File: config.mk
export PLATFORM = sky130hd
export DESIGN_NAME = div64_seq
export DESIGN_NICKNAME = d
export VERILOG_FILES = /design/src/rtl/div_pkg.sv /design/src/rtl/adder64b.sv /design/src/rtl/div64_seq.sv
export SDC_FILE = /design/constraint.sdc
export NUM_CORES = 1
export LEC_CHECK = 0
export ABC_AREA = 1
export CAP_MARGIN = 20
export CORE_MARGIN = 2
export CORE_UTILIZATION = 36
export DETAILED_ROUTE_END_ITERATION = 12
export MAX_ROUTING_LAYER = met4
export PLACE_DENSITY_LB_ADDON = 0.15
export SKIP_CTS_REPAIR_TIMING = 1
export SLEW_MARGIN = 10
export SYNTH_ARGS = -nofsm -noshare
export SYNTH_HDL_FRONTEND = slang
export SYNTH_SLANG_ARGS = --single-unit
File: constraint.sdc
create_clock -name clk -period 2.7 [get_ports clk]
set_clock_uncertainty 0.2 [all_clocks]
set_input_delay 0.675 -clock clk [delete_from_list [all_inputs] [get_ports clk]]
set_output_delay 0.675 -clock clk [all_outputs]
set_load 0.1 [all_outputs]
File: src/rtl/div_pkg.sv
// Shared definitions for the sequential RV64M divider: op codes, FSM encoding, width defaults.
package div_pkg;
    localparam int XLEN_DEF = 64;
    localparam logic [63:0] INT_MIN = 64'h8000_0000_0000_0000;

    typedef enum logic [1:0] {
        DIV_OP  = 2'b00,
        DIVU_OP = 2'b01,
        REM_OP  = 2'b10,
        REMU_OP = 2'b11
    } div_op_e;

    typedef enum logic [1:0] {
        S_IDLE = 2'b00,
        S_RUN  = 2'b01,
        S_FIX  = 2'b10,
        S_DONE = 2'b11
    } div_state_e;

    // op[0] clear selects the signed variants, op[1] set selects the remainder
    function automatic logic op_is_signed(input logic [1:0] op);
        return ~op[0];
    endfunction

    function automatic logic op_is_rem(input logic [1:0] op);
        return op[1];
    endfunction
endpackage

File: src/rtl/adder64b.sv
// Shared add/sub unit; with sub=1, c_o=1 means a >= b (no borrow).
module adder64b #(
    parameter int W = 64
) (
    input  logic [W-1:0] a,
    input  logic [W-1:0] b,
    input  logic         sub,
    output logic [W-1:0] y,
    output logic         c_o
);
    assign {c_o, y} = {1'b0, a} + {1'b0, b ^ {W{sub}}} + {{W{1'b0}}, sub};
endmodule

File: src/rtl/div64_seq.sv
// Iterative restoring divider for DIV/DIVU/REM/REMU, one quotient bit per cycle.
module div64_seq
    import div_pkg::*;
#(
    parameter int XLEN = XLEN_DEF
) (
    input  logic            clk,
    input  logic            rst_n,
    input  logic            start,
    input  logic [1:0]      op,
    input  logic [XLEN-1:0] a,
    input  logic [XLEN-1:0] b,
    output logic            busy,
    output logic            done,
    output logic [XLEN-1:0] result
);
    localparam int CW = $clog2(XLEN) + 1;
    localparam logic [XLEN-1:0] MIN_NEG = {1'b1, {(XLEN-1){1'b0}}};

    function automatic logic [XLEN-1:0] neg(input logic [XLEN-1:0] x);
        return ~x + XLEN'(1);
    endfunction

    div_state_e      state, state_nx;
    logic [XLEN-1:0] r_q, q_q, b_q;
    logic [CW-1:0]   cnt;
    logic            rem_q, sign_q, sign_r;

    // Operand decode at start
    logic            ld_signed, ld_special;
    logic [XLEN-1:0] abs_a, abs_b, spec_res;

    always_comb begin
        ld_signed  = op_is_signed(op);
        abs_a      = (ld_signed && a[XLEN-1]) ? neg(a) : a;
        abs_b      = (ld_signed && b[XLEN-1]) ? neg(b) : b;
        ld_special = 1'b0;
        spec_res   = '0;
        if (b == '0) begin
            ld_special = 1'b1;
            spec_res   = op_is_rem(op) ? a : '1;
        end else if (ld_signed && a == MIN_NEG && b == '1) begin
            ld_special = 1'b1;
            spec_res   = op_is_rem(op) ? '0 : a;
        end
    end

    // Trial subtract: shifted partial remainder minus divisor
    logic [XLEN-1:0] s, d;
    logic            c_o, accept;

    assign s      = {r_q[XLEN-2:0], q_q[XLEN-1]};
    // A set R msb means the true shifted value is >= 2^XLEN, so it always exceeds B
    assign accept = c_o | r_q[XLEN-1];

    adder64b #(.W(XLEN)) u_sub (
        .a   (s),
        .b   (b_q),
        .sub (1'b1),
        .y   (d),
        .c_o (c_o)
    );

    logic [XLEN-1:0] quo_val, rem_val;
    assign quo_val = sign_q ? neg(q_q) : q_q;
    assign rem_val = sign_r ? neg(r_q) : r_q;

    always_ff @(posedge clk or negedge rst_n) begin
        if (!rst_n) state <= S_IDLE;
        else        state <= state_nx;
    end

    always_comb begin
        state_nx = state;
        busy     = 1'b0;
        done     = 1'b0;
        case (state)
            S_IDLE: if (start) state_nx = ld_special ? S_DONE : S_RUN;
            S_RUN: begin
                busy = 1'b1;
                if (cnt == CW'(XLEN-1)) state_nx = S_FIX;
            end
            S_FIX: begin
                busy     = 1'b1;
                state_nx = S_DONE;
            end
            S_DONE: begin
                busy     = 1'b1;
                done     = 1'b1;
                state_nx = S_IDLE;
            end
            default: state_nx = S_IDLE;
        endcase
    end

    always_ff @(posedge clk or negedge rst_n) begin
        if (!rst_n) begin
            r_q    <= '0;
            q_q    <= '0;
            b_q    <= '0;
            cnt    <= '0;
            rem_q  <= 1'b0;
            sign_q <= 1'b0;
            sign_r <= 1'b0;
            result <= '0;
        end else begin
            case (state)
                S_IDLE: if (start) begin
                    if (ld_special) begin
                        result <= spec_res;
                    end else begin
                        rem_q  <= op_is_rem(op);
                        r_q    <= '0;
                        q_q    <= abs_a;
                        b_q    <= abs_b;
                        cnt    <= '0;
                        sign_q <= ld_signed & (a[XLEN-1] ^ b[XLEN-1]);
                        sign_r <= ld_signed & a[XLEN-1];
                    end
                end
                S_RUN: begin
                    r_q <= accept ? d : s;
                    q_q <= {q_q[XLEN-2:0], accept};
                    cnt <= cnt + CW'(1);
                end
                S_FIX: result <= rem_q ? rem_val : quo_val;
                default: ;
            endcase
        end
    end
endmodule
======== After elaboration in Yosys (flattened, before gate mapping) ========
Cells that the tools add are included.
word-level totals
  flip-flop bits (word level) ............. 268
  input bits .............................. 133
  output and inout port bits .............. 66
  word-level logic and storage cells ...... 80
cells by class
  add/subtract/negate cells ............... 7
  equality and inequality tests ........... 10
  mux-type cells .......................... 30
  bitwise logic cells ..................... 11
  reductions and logical operators ........ 13
operators with widths
  kind                   count
  $mux 64                16
  $pmux 64 s2            3
  $not 64->64            5
  $add 64x1->64 const B  4
  $eq 64x64->1 const B   2
  $add 64x64->65         1
  $add 65x1->65 const B  1
  $logic_not 64->1       1
  $mux 7                 2
  $pmux 7 s2             1
  $reduce_and 3->1       3
  $ne 2x2->1 const B     4
  $pmux 2 s4             1
  $add 7x1->7 const B    1
  $eq 7x6->1 const B     1
  $mux 2                 3
  $eq 2x2->1 const B     2
  $logic_and 1x1->1      4
  $mux 1                 4
  $reduce_bool 2->1      2
  $reduce_or 3->1        1
  $and 1x1->1            2
  $eq 2x1->1 const B     1
  $logic_not 2->1        1
  other kinds (4)        5

======== Longest topological paths before layout ========
Gate-level depths: netlist of run 1.
  word-level depth ........................ 8
  gate-level depth with buffers ........... 19
  mapped depth without buffers ............ 18

======== Cells and area by module ========
A second synthesis of run 1 with hierarchy kept.
second synthesis, totals
  cell total of the unflattened synthesis .. 5038
  area, all modules ....................... 28916.5 µm²
modules (own cells, without submodules)
  module     instances  cells each  area each (µm²)  sequential area each (µm²)
  div64_seq  1          3850        22876.9          6706.4
  adder64b   1          1188        6039.5           0.0

======== Worst setup path before layout of run 1 ========
Ideal clock, no wire load.
  kind .................................... register to register
  from .................................... register q_q[63]
  to ...................................... register r_q[38]
  setup time .............................. 0.118 ns
  arrival ................................. 2.349 ns
  data required time ...................... 2.382 ns
  slack ................................... 0.033 ns
  stages on the path, launching flop included .. 20
  buffers on the path ..................... 2
  clock period less this slack ............ 2.667 ns
  cells stage by stage .................... dfrtp_1 inv_1 ha_1 fa_1 inv_1 nand3_1 nand3_2 nand2_1 nand2_2 nand2_1 nand2_1 nand2_1 nand2_1 nand3_2 nand2_2 buf_6 buf_6 nand3_1 nand3_1 nand2_1
on the way
  longest elaborated chain between the ends .. 5
ends and longest elaborated chain
  item                    RTL line          RTL
  from (decl)             div64_seq.sv:25   logic [XLEN-1:0] r_q, q_q, b_q;
  from (signal assigned)  div64_seq.sv:114  q_q <= abs_a;
  from (signal assigned)  div64_seq.sv:123  q_q <= {q_q[XLEN-2:0], accept};
  $add 64x64->65 (*)      adder64b.sv:11    assign {c_o, y} = {1'b0, a} + {1'b0, b ^ {W{sub}}} + {{W{1'b0}}, sub};
  $add 65x1->65 (*)       adder64b.sv:11
  $or 1x1->1              div64_seq.sv:54   assign accept = c_o | r_q[XLEN-1];
  $mux 64 (*)             div64_seq.sv:122  r_q <= accept ? d : s;
  $pmux 64 s2 (*)         div64_seq.sv:107  case (state)
  to (signal assigned)    div64_seq.sv:122
  to (decl)               div64_seq.sv:25
Every way passes the cells marked *; elsewhere a longest branch is shown, timed or not.
A chain may end at the register's enable or synchronous reset.

======== Worst setup path in the final report of run 1 ========
  from .................................... register q_q[63]
  to ...................................... register r_q[49]
The elaborated chain is that of the path after synthesis.

==> metrics, run 1 <==
starting density of the core=a little over a third; CTS tree=built; area share of fa/ha/maj cells after synthesis=under 10%; XOR/XNOR Fraction of Synth Area=4.06%; R2R Path Start=q_q[63]; synthesis-stage register bit count=268; max_cap viols=0; largest net degree at the start of global routing=a little under 70; Slew @ Worst Pin=659 ps; CTS sink count=268; Routed WL=between 100000 and 150000 um; cts bufs inserted=35; CP Class=flip-flop to flip-flop; Syn Inst Count=between 4000 and 5000; worst r2r path cells=18; die area=0.0801 sq mm; failing checks=setup timing; chip height=~280 um; first-pass GRT wire length=between 200000 and 250000 um; initial drt markers=approximately 4000; mean post-synth cell area=around 5.7 sq um; H-Tree Depth=2; total iterations of the first detailed-routing run=8; slew margin rel.=a little under three fifths; antenna violations before repair=9; CP max FO=7; fraction of layout cells with a size suffix above 1=26.0%; min Tclk post-route=around 3000 ps; post-synthesis mux area share=0%; min-delay src=result[50]; vias in the first global route=roughly 34000; Core Region=0.0772 sq mm; ys async rst share=100%; max frequency=between 300 and 400 MHz; outcome=finished, violations left; total negative setup slack=-14660 ps; Hold Path Sink=result[50]; Net count, final=6353; CTS Buffer Depth=3; endpoint class of the critical path=flip-flop; Post-Synth Simple-Gate Area=roughly 46%; input/output buffers=just under 200; fin crit share=111%; Die Wd=~280 um; area grow syn2layout=50.3%; critical path data arrival time=between 3000 and 4000 ps; EDFF count, synth=0; worst setup margin=-303 ps; FILL cells=approximately 8100; WHS Path Cells=2; PnR Total Power=49.7 mW; GRT overflow=0; non-filler instance count after layout=approximately 7200; Static Leakage=22.9 nW; clk_lat worst skew=about 570 ps; commonest cells after routing, fill and taps aside=1683 x nand2_1, 1097 x buf_4, 566 x inv_1, 566 x nor2_1, 495 x nand3_1; final hold viol count=0; vias=37198; num rows=slightly above 100; Post-synth top flop=dfrtp_1; main combinational cell family by area after synthesis=simple AND/OR/NAND/NOR gates; WL/cell=20.5 um; Final ANT Viol Nets=0; syn_nets=5163; Mapped Area=0.0280 sq mm; Residual DRC=0; VDD IR-drop max=about 0.84 mV; Overall Global Routing Usage=36.0%; detailed placement HPWL=~120000 um; Critical R2R Capture=r_q[49]; final-report max-slew violation count=0; startpoint types=flip-flop; r2r setup slk=-300 ps; RSZ-0062 raised after global routing=yes; Power Density=between 1000 and 1500 mW/mm^2; synth unique cells=50; Synth Area in Compound Gates=a little under an eighth; CP Data Required Time=2930 ps; RD Place Congestion=1.04; Final setup viols=between 60 and 70; CTS root buffer=clkbuf_16; # IOs=~200; CTS clk-pin slew, worst paths=60 ps; placed cell count=~7000; Ys Warns=0; register area share after synthesis=a little under a quarter; HP Class=flip-flop to flip-flop; most common cell after layout, fill and taps aside=nand2_1; vias per cell=5.15
## flip-flops by register name, indices dropped and copies added, names as in the netlist
| register | count |
|---|---|
| sign_r | 1 |
| b_q | 64 |
| rem_q | 1 |
| cnt | 7 |
| r_q | 64 |
| sign_q | 1 |
| q_q | 64 |
| state | 2 |
| result | 64 |
## critical path: stages, from the launching register on
cell	delay, ps
dfrtp_2	430
inv_4	60
ha_4	190
fa_2	430
inv_2	80
nand3_2	60
nand3_2	100
nand2_2	60
nand2_2	80
nand2_2	70
nand2_4	90
nand2_4	50
nand2_4	90
nand3_4	140
nand2_8	160
buf_12	160
nand3_1	180
nand3_1	140
nand2_1	50
## power by group
part           total, mW  internal, mW  switching [mW]  leakage, nW
Combinational       37.9          14.3            23.6         18.9
Sequential          7.07          5.53            1.54         3.50
Clock               4.72          2.77            1.95        0.550
## cells by family (layout without fill, tap and decap cells)
| logic type | Yosys count | count (layout) |
|---|---|---|
| xor gates and xnor gates | 130 | 130 |
| DFF | 268 | 268 |
| buffers and inverters | 763 | 1978 |
| and+or+nand+nor | 3130 | 3130 |
| adders and majority gates | 76 | 76 |
| AOI/OAI and AO/OA | 587 | 587 |
| other | 0 | 7 |
## synthesized netlist by cell type (2+ instances only)
cell type	number	area, sq um
nand2_1	1744	6550
nor2_1	643	2410
inv_1	592	2220
nand3_1	579	2900
o21ai_0	308	1540
dfrtp_1	268	6710
a21oi_1	133	666
xor2_1	86	753
nand4_1	78	488
ha_1	75	938
clkbuf_1	69	259
o21ai_1	48	240
xnor2_1	44	385
buf_2	40	200
o21ai_2	28	245
o211ai_1	27	203
nor3_1	26	130
buf_1	23	86.3
o21bai_1	16	120
nor2_2	14	87.6
inv_2	13	48.8
buf_6	12	135
nand3b_1	12	90.1
buf_4	11	82.6
a31oi_1	8	50.1
o31ai_1	6	45.0
nor4_1	5	31.3
or2_2	5	31.3
nand2_2	4	25.0
nand2_4	4	45.0
nand3_2	4	40.0
nor2_4	4	45.0
a21o_1	3	22.5
nand4_2	3	37.5
a211oi_1	2	15.0
clkinv_1	2	7.51
nand2b_1	2	12.5
## final cells by class
cell class | count | area (sq um) | area share [%]
diodes | 7 | 17.5 | 0.0416
multi-input cells | 3923 | 19500 | 46.3
clock inverters | 10 | 119 | 0.282
flip-flops and latches | 268 | 6730 | 16.0
inverters | 607 | 2290 | 5.44
well taps | 1040 | 1300 | 3.09
clock buffers | 52 | 1000 | 2.38
repair buffers | 1309 | 11200 | 26.5
## routing by layer
metal	part of all wire, %	GRT usage (%)
met3	8.1	4.57
met4	2.7	8.76
met1	45	49.9
met2	44	55.5
met5	0	-
## worst max path at each step
stage | from | end | depth (start not counted)
2_1_floorplan | q_q[63] | r_q[38] | 19
3_3_place_gp | a[2] | sign_r | 15
3_5_place_dp | a[2] | sign_r | 15
4_1_cts | q_q[63] | r_q[50] | 19
5_1_grt | q_q[63] | r_q[1] | 19
6_report | q_q[63] | r_q[49] | 18
## through the flow
step                      cell area [sq um]  hold slack [ps]  util [%]  setup slack (ps)
final                                 42100              280      54.6              -303
after CTS                             40100             -200      51.9              -712
after detailed placement              38900              269      50.4              -936
after global placement                38900              267      50.4              -906
after global routing                  42100              300      54.6              -353
after floorplan                       28000              179         -              32.9
(Power assumes the default switching activity.)
==> run 2, diff against run 1 <==
--- a/config.mk
+++ b/config.mk
@@ -7,9 +7,11 @@
 export LEC_CHECK = 0
 export ABC_AREA = 1
 export CAP_MARGIN = 20
+export CORE_ASPECT_RATIO = 0.5
 export CORE_MARGIN = 2
 export CORE_UTILIZATION = 36
 export DETAILED_ROUTE_END_ITERATION = 12
+export GPL_ROUTABILITY_DRIVEN = 0
 export MAX_ROUTING_LAYER = met4
 export PLACE_DENSITY_LB_ADDON = 0.15
 export SKIP_CTS_REPAIR_TIMING = 1
==> metrics, run 2 (synthesis gave the netlist of run 1 again) <==
CTS root buffer=clkbuf_16; startpoint types=flip-flop; fin crit share=110% (-1.1 points); Routed WL=138000 um (-6.8%); PnR Total Power=46.4 mW (-6.7%); internal power=20.6 mW (-9.1%); CP Data Required Time=2990 ps (+60 ps); final hold viol count=0 (unchanged); HP Class=input pin to flip-flop; detailed placement HPWL=110000 um (-10%); worst r2r path cells=18 (unchanged); GRT overflow=0 (unchanged); Net Sw Frac=55.7% (+1.2 points); initial drt markers=4481 (+14%); Net count, final=6161 (-3.0%); Comb power frac=75.0% (-1.3 points); WHS Path Cells=4 (+2); pre-CTS WS=-1170 ps (-238 ps); largest net degree at the start of global routing=67 (-1.5%); die area=0.0802 sq mm (+0.17%); global-route met1 utilization=48.0% (-1.9 points); Slew @ Worst Pin=657 ps (-1.62 ps); first-pass GRT wire length=199000 um (-6.5%); area grow syn2layout=44.9%; CTS sink count=268 (unchanged); fraction of layout cells with a size suffix above 1=23.1% (-2.9 points); clk_lat worst skew=670 ps (+100 ps); endpoint class of the critical path=flip-flop; WL/cell=19.7 um (-4.1%); global route hottest layer=met1; commonest cells after routing, fill and taps aside=1692 x nand2_1, 907 x buf_4, 579 x nor2_1, 569 x inv_1, 507 x nand3_1; H-Tree Depth=1 (-1); Static Leakage=22.0 nW (-3.8%); CP max FO=5 (-2); RSZ-0062 raised after global routing=yes; num rows=72 (-29%); FILL cells=7841 (-3.1%); vias=36974 (-0.60%); CTS clk-pin slew, worst paths=70 ps (about the same); # IOs=199 (unchanged); critical path data arrival time=3270 ps (+40 ps); Residual DRC=0 (unchanged); vias in the first global route=33286 (-2.2%); GR Util met2=45.8% (-9.7 points); most common cell after layout, fill and taps aside=nand2_1; outcome=finished, violations left; Final ANT Viol Nets=0 (unchanged); slew margin rel.=55.7% (-0.35 points); CTS Buffer Depth=3 (unchanged); worst setup margin=-274 ps (+28.8 ps); VDD IR-drop max=0.750 mV (-11%); input/output buffers=198 (unchanged); chip height=201 um (-29%); failing checks=setup timing; Seq pwr share=15.1% (+0.9 points); starting density of the core=36.3% (about the same); Power Density=1140 mW/mm^2 (-3.2%); cts bufs inserted=30 (-14%); met3 Use GR=6.81% (+2.2 points); Core Region=0.0772 sq mm (about the same); max frequency=336 MHz (+0.97%); vias per cell=5.27 (+2.3%); min Tclk post-route=2970 ps (-28.8 ps); max_cap viols=0 (unchanged); Die Wd=399 um (+41%); Sw Pwr=25.8 mW (-4.6%); Final setup viols=65 (-5.8%); CP Class=flip-flop to flip-flop; antenna violations before repair=4 (-5); total iterations of the first detailed-routing run=8 (unchanged); register area=0.00673 sq mm (unchanged); CTS tree=built; Multi-input gate area=0.0194 sq mm (-0.49%); Clk network pwr share=9.9% (+0.4 points); Overall Global Routing Usage=33.2% (-2.8 points); final-report max-slew violation count=0 (unchanged)
-- run 2: power groups by stage --
stage,Combinational [mW],Clock (mW),Sequential (mW)
6_report,34.8,4.57,7.01
3_5_place_dp,32.1,0,6.95
5_1_grt,37.5,4.77,7.13
3_3_place_gp,31.8,0,6.94
2_1_floorplan,16.3,0,9.12
4_1_cts,32.3,4.62,6.90
-- run 2: area by class of cell --
class / instances / area share (%)
Inverter: 607 / 5.61
Antenna cell: 5 / 0.0308
Clock inverter: 13 / 0.502
Clock buffer: 39 / 2.06
Tap cell: 1036 / 3.19
Timing Repair Buffer: 1122 / 24.2
Sequential cell: 268 / 16.6
Multi-Input combinational cell: 3923 / 47.8
-- run 2: path summary, 6_finish.rpt --
path / startpoint / to / slack (ps)
hold / removal: b[0] / b_q[0] / 260
setup reg to reg: r_q[40] / r_q[29] / -270
setup / recovery: r_q[40] / r_q[29] / -270
min in group asynchronous: rst_n / cnt[6] / 370
max in group asynchronous: rst_n / result[49] / 1180
hold reg to reg: result[46] / result[46] / 280
-- run 2: per-layer routing --
| layer | part of all wire, % | wire length (um) |
|---|---|---|
| met1 | 45 | 61400 |
| met2 | 40 | 54900 |
| met3 | 12 | 16100 |
| met4 | 4.0 | 5550 |
| met5 | 0 | 0 |
-- run 2: stage by stage --
stage	setup TNS [ps]	hold slack, ps	instance area, sq um	std cells	utilization, %
2_1_floorplan	0	179	28000	4954	-
3_3_place_gp	-212890	264	37500	6912	48.6
3_5_place_dp	-223930	268	37500	6912	48.6
4_1_cts	-69110	-212	38600	6964	50.0
5_1_grt	-19020	297	40600	7013	52.6
6_report	-13770	257	40600	7013	52.6
-- run 2: critical path, stage by stage, from the launching register on --
cell and delay, ps:
dfrtp_2 500, ha_4 300, buf_4 140, nand2_1 100, nor2_1 170, nand2_1 90
inv_1 80, nand2_1 80, nand2_1 120, nand2_1 70, nand2_1 140, nor2_4 60
buf_12 160, nand2_8 120, clkbuf_16 190, clkbuf_16 150, nand2_2 60, nand3_2 80
nand2_1 50
